### src/rtl/discrete_pkg.sv
// Shared types and constants for the discrete sound stages.
// Envelope states, LFSR geometry and phase increment helper.
package discrete_pkg;

  typedef enum logic [1:0] {
    IDLE,
    ATTACK,
    DECAY
  } env_state_t;

  localparam int LFSR_W     = 17;
  localparam int LFSR_TAP_A = 16;
  localparam int LFSR_TAP_B = 13;

  function automatic logic [31:0] phase_inc(
    input int unsigned freq,
    input int unsigned rate
  );
    logic [63:0] num;
    num = {32'd0, freq} << 32;
    return 32'(num / 64'(rate));
  endfunction

endpackage

### src/rtl/lfsr17.sv
// 17-bit Fibonacci LFSR, x^17 + x^14 + 1.
// Shifts left once per shift_en; feedback enters bit 0.
module lfsr17
  import discrete_pkg::*;
#(
  parameter logic [LFSR_W-1:0] SEED = 17'h00001
) (
  input  logic              clk,
  input  logic              reset_n,
  input  logic              shift_en,
  output logic [LFSR_W-1:0] q
);

  // an all-zero seed would lock the register up
  localparam logic [LFSR_W-1:0] SEED_NZ =
    (SEED == '0) ? LFSR_W'(1) : SEED;

  logic fb;

  assign fb = q[LFSR_TAP_A] ^ q[LFSR_TAP_B];

  always_ff @(posedge clk or negedge reset_n) begin
    if (!reset_n) begin
      q <= SEED_NZ;
    end else if (shift_en) begin
      q <= {q[LFSR_W-2:0], fb};
    end
  end

endmodule

### src/rtl/envelope_noise_source.sv
// LFSR noise shaped by a triggered attack/decay envelope.
// Advances once per audio_clk_en; output lags the tick by one clk.
module envelope_noise_source
  import discrete_pkg::*;
#(
  parameter int unsigned SAMPLE_RATE  = 48000,
  parameter int unsigned NOISE_FREQ   = 2000,
  parameter logic [15:0] AMPLITUDE    = 16'h3FFF,
  parameter int unsigned ATTACK_SHIFT = 4,
  parameter int unsigned DECAY_SHIFT  = 10,
  parameter logic [16:0] LFSR_SEED    = 17'h00001
) (
  input  logic        clk,
  input  logic        reset_n,
  input  logic        audio_clk_en,
  input  logic        trigger,
  output logic [31:0] out,
  output logic        busy
);

  localparam logic [31:0] INC = phase_inc(NOISE_FREQ, SAMPLE_RATE);

  logic              trig_d;
  logic              pending;
  logic              rise;
  logic              pend_eff;
  logic              tick_d;
  logic [31:0]       phase;
  logic [32:0]       phase_sum;
  logic              shift_en;
  logic [LFSR_W-1:0] lfsr_q;
  logic              lfsr_unused;
  env_state_t        state;
  env_state_t        st_eff;
  env_state_t        state_n;
  logic [15:0]       env;
  logic [15:0]       env_n;
  logic [15:0]       atk;
  logic [15:0]       dec_raw;
  logic [15:0]       dec;
  logic [31:0]       prod;
  logic [31:0]       mag32;
  logic [31:0]       out_n;

  assign rise      = trigger & ~trig_d;
  assign pend_eff  = pending | rise;
  assign phase_sum = {1'b0, phase} + {1'b0, INC};
  assign shift_en  = audio_clk_en & phase_sum[32];

  lfsr17 #(
    .SEED(LFSR_SEED)
  ) u_lfsr (
    .clk     (clk),
    .reset_n (reset_n),
    .shift_en(shift_en),
    .q       (lfsr_q)
  );

  assign lfsr_unused = ^lfsr_q[LFSR_W-2:0];

  assign atk     = (16'hFFFF - env) >> ATTACK_SHIFT;
  assign dec_raw = env >> DECAY_SHIFT;
  assign dec     = (dec_raw == '0) ? 16'd1 : dec_raw;

  // a trigger restarts the attack from the current level
  always_comb begin
    st_eff  = pend_eff ? ATTACK : state;
    state_n = st_eff;
    env_n   = env;
    unique case (1'b1)
      (st_eff == ATTACK): begin
        if (atk == '0) begin
          env_n   = 16'hFFFF;
          state_n = DECAY;
        end else begin
          env_n = env + atk;
        end
      end
      (st_eff == DECAY): begin
        if (env <= dec) begin
          env_n   = '0;
          state_n = IDLE;
        end else begin
          env_n = env - dec;
        end
      end
      default: begin
        env_n   = '0;
        state_n = IDLE;
      end
    endcase
  end

  assign prod  = {16'd0, AMPLITUDE} * {16'd0, env};
  assign mag32 = prod >> 16;
  assign out_n = lfsr_q[LFSR_W-1] ? mag32 : (32'd0 - mag32);

  always_ff @(posedge clk or negedge reset_n) begin
    if (!reset_n) begin
      trig_d  <= 1'b1;
      pending <= 1'b0;
      tick_d  <= 1'b0;
      phase   <= '0;
      state   <= IDLE;
      env     <= '0;
      out     <= '0;
      busy    <= 1'b0;
    end else begin
      trig_d <= trigger;
      tick_d <= audio_clk_en;
      if (audio_clk_en) begin
        pending <= 1'b0;
        phase   <= phase_sum[31:0];
        state   <= state_n;
        env     <= env_n;
      end else if (rise) begin
        pending <= 1'b1;
      end
      if (tick_d) begin
        out  <= out_n;
        busy <= (state != IDLE);
      end
    end
  end

endmodule
### config.mk
export PLATFORM = sky130hd
export DESIGN_NAME = envelope_noise_source
export DESIGN_NICKNAME = d
export VERILOG_FILES = /design/src/rtl/discrete_pkg.sv /design/src/rtl/lfsr17.sv /design/src/rtl/envelope_noise_source.sv
export SDC_FILE = /design/constraint.sdc
export NUM_CORES = 1
export LEC_CHECK = 0
export BUFFER_PORTS_ARGS = -buffer_cell sky130_fd_sc_hd__buf_2
export CORE_MARGIN = 8
export CORE_UTILIZATION = 50
export CTS_BUF_LIST = sky130_fd_sc_hd__clkbuf_16
export DETAILED_ROUTE_END_ITERATION = 8
export PLACE_DENSITY = 0.77
export SYNTH_ARGS = -nofsm -noshare
export SYNTH_HDL_FRONTEND = slang
export SYNTH_SLANG_ARGS = --single-unit
### constraint.sdc
create_clock -name clk -period 9.35 [get_ports clk]
set_input_delay 1.4025 -clock clk [delete_from_list [all_inputs] [get_ports clk]]
set_output_delay 1.4025 -clock clk [all_outputs]
set_load 0.02 [all_outputs]
==> flow_summary.yaml, run 1 <==
logic_synthesis:
  synth.avg_cell_area_sq_um: 9.62
  synth_cell_type_count: 84
  yosysWarnings: 0
  yosysTopAreaCell: "fa_1"
  synth_flop_cell: "dfrtp_1"
  syn_area_sq_um: 10600
  synthCells: 1104
  synth_commonest_cells: "160 x inv_1, 126 x ha_1, 115 x fa_1, 83 x dfrtp_1, 71 x nand2_1"
  synth-seq-cells: 85
  synth_edf_count: 0
  seq_area_frac_synth_pct: 20.1
  postSynth.asyncResetShare_pct: 100
  synth_top_area_share_pct: 21.7
  synth_most_common_cell: "inv_1"
  synth_nets: 1349
  yosys-top-cells-area: "fa_1 22%, dfrtp_1 20%, ha_1 15%, inv_1 5.7%, xnor2_1 3.1%"
clock_network:
  cts_root_buf: "clkbuf_16"
  post_cts_buffers: 0
  clk_pin_slew_ns: 0.07
  cts_buffer_depth: 2
  ctsResizeCount: 0
  cts.sinks: 85
  cts_tree: "built"
  cts_max_level: 3
  hold_buffers: 0
  worstSkewPairLatency_ns: 0.35
  cts-buffers-inserted: 9
routing:
  via_per_inst: 5.77
  vias: 8046
  wl_microns: 24300
  ant_nets: 0
  drc: 0
  detail_route.iter0.violations: 405
  post_drt_wl_per_cell_microns: 17.4
  first_pass_iters: 6
floorplanning:
  io_pins: 37
  die_w_microns: 162
  coreArea_sq_um: 21000
  fp.dieH_microns: 162
  initial_utilization_pct: 50.7
  die_area_sq_um: 26200
  rows: 53
critical_path:
  worst_setup_path_start_kind: "register"
  cpLargestDelayFamily: "adder cells"
  ff2ff_setup_slack_ns: 2.31
  worst_path_max_delay_cell: "fa_1"
  critPathArrivalTime_ns: 7.24
  cp-end-kind: "register"
  cp.buffers_inverters: 2
  reg2reg_depth: 20
  crit_path_cell_trace: "inv_1 -> fa_1 -> inv_1 -> ha_1 -> xor2_1 -> fa_1 -> fa_1 -> fa_1 -> fa_1 -> ha_1 -> a21oi_1 -> o21ai_0 -> a2111oi_0 -> a21oi_1 -> xnor2_1 -> ha_1 -> nand3_1 -> o41ai_1 -> xor2_1 -> a21oi_1"
  r2r_end: "out[8]"
  worstPathRequired_ns: 9.54
  cpMostUsedCell: "fa_1"
  cp_slowest_stage_delay_ns: 0.58
  worst-setup-path-type: "register to register"
  critPathMaxFanout: 7
  rr_startpoint: "env[3]"
global_route:
  gr-total-overflow: 0
  grt_max_degree: 66
  track_usage_pct: 19.7
  grt_pass1_vias: 8373
  grt_pass1_wl_microns: 41900
  antenna_found_initial: 0
min_path:
  min_path_type: "register to register"
  hp-start: "pending"
  min_path_cells: 2
  min_to: "pending"
cells_and_area:
  fin_util_pct: 53.7
  num-nets-final: 1359
  n_antenna_cell: 0
  fillers: 1886
  syn2layout_area_growth_pct: 5.89
  drive_gt1_share_pct: 9.20
sta:
  finalHoldViolations: 0
  slew_headroom_pct: 34.5
  fin_crit_ns: 7.04
  setup_violations: 0
  fin_crit_sh_pct: 75.3
  tightestPinTransition_ns: 0.979
  finalMaxSlewViolations: 0
  setup_tns_ns: 0
  fmax_mhz: 142
  fin_skew_ns: 0.00735
  rsz0062_at_grt: "no"
place:
  io_buffer_count: 36
  place.detailed.hpwl_microns: 19700
  gp_routability_congestion: 0.941
job:
  drv_cap: 0
outcome:
  status: "finished clean"
[kinds of logic after synthesis]
kind of cell / after synthesis / share of synthesized area [%]
adders and majority gates: 242 / 36.6
AOI/OAI and AO/OA: 254 / 16.7
and+or+nand+nor: 235 / 11.3
xor gates and xnor gates: 64 / 5.28
muxes: 21 / 2.22
DFF: 85 / 20.1
buffers and inverters: 203 / 7.87
[cells in the final DEF, fill, tap and decap left out, drive strengths merged, types with 5 or more instances in the layout]
cell | Yosys | layout
nor2b | 5 | 5
mux2 | 20 | 20
xnor2 | 38 | 38
nor2 | 56 | 56
a22o | 9 | 9
nor4 | 5 | 5
nand2 | 71 | 71
and3 | 12 | 12
o211ai | 16 | 16
nand4 | 11 | 11
inv | 161 | 165
o31ai | 7 | 7
ha | 126 | 126
fa | 115 | 115
or3 | 10 | 10
buf | 22 | 41
clkbuf | 20 | 9
nand3 | 25 | 25
a21o | 24 | 24
a31oi | 5 | 5
o21a | 13 | 13
xor2 | 26 | 26
a21oi | 64 | 64
and2 | 5 | 5
nor3 | 17 | 17
a211oi | 9 | 9
o21ai | 53 | 53
dfrtp | 83 | 83
[metrics by stage]
step	std cells	worst slack (ns)	hold WS, ns	cell area [sq um]
floorplan	1104	3.05	0.442	10600
global placement	1378	2.56	0.456	11000
detailed placement	1378	2.38	0.477	11000
CTS	1394	2.35	0.494	11200
global route	1394	1.76	0.509	11200
finish	1394	2.31	0.488	11200
[final cells by class]
type	instances	area (sq um)	area share [%]
flip-flops and latches	85	2130	18.9
repair buffers	41	220	1.96
clock inverters	7	67.6	0.601
multi-input cells	816	7650	68.1
well taps	275	344	3.06
inverters	161	604	5.37
clock buffers	9	225	2.00
[worst reg2reg max path: stages, from the launching register on]
cell and delay, ns:
dfrtp_1 0.55, inv_1 0.22, fa_1 0.55, inv_1 0.08
ha_1 0.34, xor2_1 0.17, fa_1 0.55, fa_1 0.53
fa_1 0.58, fa_1 0.43, ha_1 0.41, a21oi_1 0.25
o21ai_0 0.16, a2111oi_0 0.43, a21oi_1 0.15, xnor2_1 0.37
ha_1 0.27, nand3_1 0.16, o41ai_1 0.41, xor2_1 0.18
a21oi_1 0.08
[flip-flops by register name, indices dropped and copies added, names as in the netlist]
signal / flops
pending: 1
tick_d: 1
phase: 31
state: 2
trig_d: 1
u_lfsr.q: 17
env: 16
busy: 1
out: 15
[worst max path at each step]
| stage | startpoint | to | slack, ns | cells past startpoint |
|---|---|---|---|---|
| 2_1_floorplan | env[5] | out[11] | 3.05 | 22 |
| 3_3_place_gp | env[3] | out[8] | 2.56 | 20 |
| 3_5_place_dp | env[3] | out[8] | 2.38 | 20 |
| 4_1_cts | env[3] | out[8] | 2.35 | 20 |
| 5_1_grt | env[3] | out[8] | 1.76 | 20 |
| 6_report | env[3] | out[8] | 2.31 | 20 |
[routing by layer]
layer	vias to the layer above	global-route usage [%]	wire length, microns	share of wire, %
met5	-	0	0	0
met4	0	7.66	845	3.5
met3	48	4.35	1650	6.8
met2	269	31.3	11400	47
met1	3935	25.9	10400	43
li1	3794	-	-	-
Power of run 1 is not shown: default switching activity piles up to over one toggle a cycle in this logic, so the estimate is an artifact.
==> inputs of run 2 (changes only) <==
--- a/config.mk
+++ b/config.mk
@@ -10,7 +10,7 @@
 export CORE_UTILIZATION = 50
 export CTS_BUF_LIST = sky130_fd_sc_hd__clkbuf_16
 export DETAILED_ROUTE_END_ITERATION = 8
-export PLACE_DENSITY = 0.77
+export PLACE_DENSITY = 0.8
 export SYNTH_ARGS = -nofsm -noshare
 export SYNTH_HDL_FRONTEND = slang
 export SYNTH_SLANG_ARGS = --single-unit
==> constraint.sdc (replaced) <==
create_clock -name clk -period 5.97 [get_ports clk]
set_input_delay 0.8955 -clock clk [delete_from_list [all_inputs] [get_ports clk]]
set_output_delay 0.8955 -clock clk [all_outputs]
set_load 0.02 [all_outputs]
==> flow_summary.yaml, run 2 (synthesis gave the netlist of run 1 again) <==
routing:
  via_per_inst: 5.70
  vias: 8801
  ant_nets: 0
  post_drt_wl_per_cell_microns: 17.6
  detail_route.iter0.violations: 571
  wl_microns: 27200
  drc: 0
  first_pass_iters: 6
critical_path:
  cp-end-kind: "register"
  cp_slowest_stage_delay_ns: 0.63
  critPathMaxFanout: 5
  worstPathRequired_ns: 6.21
  worst_path_max_delay_cell: "fa_2"
  critPathArrivalTime_ns: 6.51
  cpLargestDelayFamily: "adder cells"
  crit_path_cell_trace: "fa_2 -> inv_2 -> fa_1 -> fa_1 -> inv_2 -> fa_2 -> fa_1 -> inv_1 -> fa_1 -> inv_2 -> ha_4 -> o211ai_1 -> nor2_2 -> buf_4 -> o211ai_1 -> a31oi_4 -> buf_6 -> o21a_1 -> o211ai_1 -> buf_4 -> nor4_4 -> a311oi_1 -> a21o_1"
  cpMostUsedCell: "fa_1"
  cp.buffers_inverters: 7
  worst-setup-path-type: "register to register"
  worst_setup_path_start_kind: "register"
cells_and_area:
  n_antenna_cell: 0
  largest_register_ffs: 31
  postLayoutCellArea_sq_um: 13000
  drive_gt1_share_pct: 27.7
  num-nets-final: 1509
  largestRegisters: "phase (31), u_lfsr.q (17), env (16)"
  layout.cells.most_common_list: "148 x buf_4, 145 x inv_1, 110 x ha_1"
  largest-register: "phase"
  fillers: 1646
  layout_commonest_cell: "buf_4"
  syn2layout_area_growth_pct: 22.4
floorplanning:
  coreArea_sq_um: 21000
  rows: 53
  fp.dieH_microns: 162
  die_w_microns: 162
  initial_utilization_pct: 50.7
  io_pins: 37
  die_area_sq_um: 26200
global_route:
  grt_pass1_wl_microns: 45300
  antenna_found_initial: 0
  grt_pass1_vias: 9370
  grt_max_degree: 81
  track_usage_pct: 21.2
  gr-total-overflow: 0
sta:
  setup_violations: 12
  finalHoldViolations: 0
  fin_skew_ns: 0.0128
  tightestPinTransition_ns: 0.999
  fin_crit_ns: 6.27
  fmax_mhz: 159
  rsz0062_at_grt: "yes"
  finalMaxSlewViolations: 0
  fin_ws_ns: -0.303
  fin_crit_sh_pct: 105
  slew_headroom_pct: 33.4
outcome:
  violations: "setup timing"
  status: "complete, but fails checks"
place:
  io_buffer_count: 36
  place.detailed.hpwl_microns: 20700
  place_area_sq_um: 12000
  gp_routability_congestion: 0.922
clock_network:
  hold_buffers: 0
  cts_max_level: 3
  cts.sinks: 85
  cts_tree: "built"
  cts_buffer_depth: 2
  clk_pin_slew_ns: 0.07
  cts-buffers-inserted: 9
  cts_root_buf: "clkbuf_16"
  worstSkewPairLatency_ns: 0.35
min_path:
  min_path_type: "input pin to asynchronous set/reset pin"
job:
  drv_cap: 0
run 2: per-layer routing:
| layer | share of wire [%] | track usage (%) | up-vias |
|---|---|---|---|
| met1 | 43 | 26.9 | 4320 |
| met3 | 4.8 | 3.26 | 95 |
| li1 | - | - | 4082 |
| met4 | 4.9 | 10.1 | 0 |
| met5 | 0 | 0 | - |
| met2 | 48 | 35.0 | 304 |
run 2: repair_timing:
action	CTS	global route
endpoints found under the hold margin	0	0
pin swaps	31	53
setup endpoints to repair	14	14
setup buffers	18	7
gates resized for setup	46	52
run 2: per-stage QoR:
stage	TNS [ns]	hold slack [ns]	utilization (%)	instances	setup slack (ns)
global placement	-2.17	0.457	57.4	1505	-0.268
detailed placement	-2.88	0.474	57.4	1505	-0.320
finish	-2.30	0.331	62.0	1544	-0.303
floorplan	0	0.442	-	1104	0.00191
global route	-5.36	0.327	62.0	1544	-0.533
CTS	-2.20	0.318	60.6	1538	-0.265
run 2: final cells by class:
type	instances	area [sq um]	share of cell area [%]
clock inverter	7	104	0.799
sequential	85	2140	16.5
tap	275	344	2.65
inverter	161	604	4.65
clock buffer	9	225	1.73
multi-input combinational	816	8200	63.1
timing repair buffer	191	1380	10.6
run 2: worst register-to-register path: cells and delay by family, from the launching register on:
family / cells / cell delay, ns
simple gates: 2 / 0.44
buf+inv: 7 / 0.68
fa+ha+maj: 7 / 3.42
compound gates: 7 / 1.18
flops: 1 / 0.47
run 2: path summary, 6_finish.rpt:
kind	start	end	slack (ns)	depth (start not counted)
max	env[7]	out[30]	-0.30	23
min	reset_n	state[1]	0.33	1
max reg2reg	env[7]	out[30]	-0.30	23
min reg2reg	phase[30]	phase[30]	0.48	1
max in group asynchronous	reset_n	env[6]	4.41	2
min in group clk	phase[30]	phase[30]	0.48	1
Power of run 2 is left out for the same reason.
==> inputs of run 3 (changes only) <==
--- a/config.mk
+++ b/config.mk
@@ -13,4 +13,5 @@
 export PLACE_DENSITY = 0.8
 export SYNTH_ARGS = -nofsm -noshare
 export SYNTH_HDL_FRONTEND = slang
+export SYNTH_HIERARCHICAL = 1
 export SYNTH_SLANG_ARGS = --single-unit
==> flow_summary.yaml, run 3 <==
outcome:
  status: "complete, but fails checks"
  violations: "setup timing"
floorplanning:
  io_pins: 37
  coreArea_sq_um: 20300
  fp.dieH_microns: 160
  rows: 52
  initial_utilization_pct: 51.1
  die_w_microns: 160
  die_area_sq_um: 25600
cells_and_area:
  num-nets-final: 1474
  largest-register: "phase"
  largest_register_ffs: 31
  fillers: 1560
  layout.cells.most_common_list: "152 x buf_4, 139 x inv_1, 113 x ha_1"
  largestRegisters: "phase (31), u_lfsr/q (17), env (16)"
  drive_gt1_share_pct: 29.1
  syn2layout_area_growth_pct: 23.9
  layout_commonest_cell: "buf_4"
  n_antenna_cell: 0
clock_network:
  cts_buffer_depth: 2
  cts_max_level: 3
  clk_pin_slew_ns: 0.07
  cts-buffers-inserted: 9
  cts_root_buf: "clkbuf_16"
  worstSkewPairLatency_ns: 0.35
  cts_tree: "built"
  cts.sinks: 85
sta:
  fmax_mhz: 155
  fin_ws_ns: -0.470
  hold_slack_ns: 0.340
  fin_crit_ns: 6.44
  setup_violations: 13
  fin_skew_ns: 0.00818
  finalMaxSlewViolations: 0
  tightestPinTransition_ns: 1.04
  slew_headroom_pct: 30.7
  rsz0062_at_grt: "yes"
  finalHoldViolations: 0
  fin_crit_sh_pct: 108
global_route:
  track_usage_pct: 20.7
  grt_pass1_wl_microns: 43600
  gr-total-overflow: 0
  antenna_found_initial: 0
  grt_max_degree: 82
  grt_pass1_vias: 8961
logic_synthesis:
  synth-seq-cells: 85
  postSynth.asyncResetShare_pct: 100
  synth_top_area_share_pct: 22.2
  yosysTopAreaCell: "fa_1"
  seq_area_frac_synth_pct: 20.5
  synth_flop_cell: "dfrtp_1"
  synth_commonest_cells: "154 x inv_1, 126 x ha_1, 115 x fa_1, 83 x dfrtp_1, 59 x nand2_1"
  synth_nets: 1302
  yosysWarnings: 6
  synth_cell_type_count: 80
  yosys-top-cells-area: "fa_1 22%, dfrtp_1 20%, ha_1 15%, inv_1 5.6%, xnor2_1 4.6%"
  syn_area_sq_um: 10400
  synth.avg_cell_area_sq_um: 9.82
  synth_most_common_cell: "inv_1"
  synthCells: 1057
  synth_edf_count: 0
critical_path:
  cp-end-kind: "register"
  worstPathRequired_ns: 6.15
  rr_startpoint: "env[4]"
  worst-setup-path-type: "register to register"
  ff2ff_setup_slack_ns: -0.47
  r2r_end: "out[12]"
  worst_setup_path_start_kind: "register"
  reg2reg_depth: 24
  critPathMaxFanout: 4
  critPathArrivalTime_ns: 6.62
routing:
  wl_microns: 26200
  drc: 0
  vias: 8344
  first_pass_iters: 5
  via_per_inst: 5.55
  ant_nets: 0
  detail_route.iter0.violations: 467
  post_drt_wl_per_cell_microns: 17.4
job:
  drv_cap: 0
place:
  place.detailed.hpwl_microns: 20100
  gp_routability_congestion: 0.901
  io_buffer_count: 36
min_path:
  min_path_type: "input pin to asynchronous set/reset pin"
run 3: changes by cell type after synthesis, moves of 6 or more:
cell | before | now
a21oi_1 | 63 | 51
a22o_1 | 9 | 3
a31oi_1 | 4 | 14
inv_1 | 160 | 154
mux2_4 | 0 | 8
nand2_1 | 71 | 59
nand3_1 | 25 | 9
o211ai_1 | 14 | 8
xnor2_1 | 38 | 55
run 3: layout make-up:
cell class / instances / area [sq um] / share of cell area [%]
flip-flops and latches: 85 / 2150 / 16.7
inverters: 154 / 581 / 4.52
clock buffers: 9 / 225 / 1.75
clock inverters: 7 / 55.1 / 0.428
repair buffers: 200 / 1460 / 11.4
multi-input cells: 779 / 8050 / 62.6
well taps: 270 / 338 / 2.63
run 3: worst max path at each step:
stage | startpoint | endpoint | slack, ns | depth (start not counted)
global route | env[5] | out[30] | -0.67 | 24
floorplan | env[8] | out[9] | -0.01 | 19
CTS | env[10] | out[30] | -0.36 | 20
detailed placement | env[5] | out[30] | -0.51 | 23
global placement | env[8] | out[13] | -0.41 | 20
finish | env[4] | out[12] | -0.47 | 24
run 3: critical path, stage by stage, from the launching register on:
cell      delay [ns]
dfrtp_2         0.43
buf_6           0.12
fa_2            0.57
inv_4           0.06
fa_1            0.51
inv_2           0.05
fa_2            0.34
fa_1            0.53
fa_1            0.54
inv_1           0.05
fa_1            0.49
inv_2           0.05
ha_4            0.23
a21o_1          0.20
a221o_1         0.32
a22oi_1         0.17
nand3b_1        0.20
buf_6           0.19
xnor2_4         0.20
nand4_4         0.13
nor4b_4         0.32
buf_4           0.18
a21oi_1         0.08
xnor2_1         0.21
a21oi_1         0.10
run 3: cell families after synthesis:
logic type	count (synthesis)	synth area share (%)
XOR/XNOR	78	6.66
AND/OR/NAND/NOR	200	9.51
multiplexers	23	2.75
buffers and inverters	193	7.87
flip-flops	85	20.5
AO/OA/AOI/OAI	236	15.2
adder cells (fa/ha/maj)	242	37.5
run 3: stage by stage:
stage	util [%]	std cells	area (sq um)	setup slack (ns)	setup TNS, ns
floorplan	-	1057	10500	-0.0134	-0.0238
global placement	58.2	1458	11800	-0.410	-3.35
CTS	62.1	1493	12600	-0.360	-2.84
global route	63.3	1504	12900	-0.673	-6.92
detailed placement	58.2	1458	11800	-0.513	-4.09
finish	63.3	1504	12900	-0.470	-4.26
run 3: what timing repair did:
| action | 4_1_cts | 5_1_grt |
|---|---|---|
| endpoints found under the hold margin | 0 | 0 |
| resized for setup | 64 | 34 |
| endpoints found under the setup margin | 14 | 14 |
| hold buffers | 0 | 0 |
| setup buffers | 21 | 12 |
| pin swaps | 63 | 43 |
run 3: metal layers:
layer  up-vias  GRT usage (%)  wire length [microns]
met5         -              0                      0
met4         0           7.22                    932
met3        68           2.90                   1020
met2       236           35.0                  13000
met1      4152           26.7                  11300
li1       3888              -                      -
Power of run 3 is left out for the same reason.
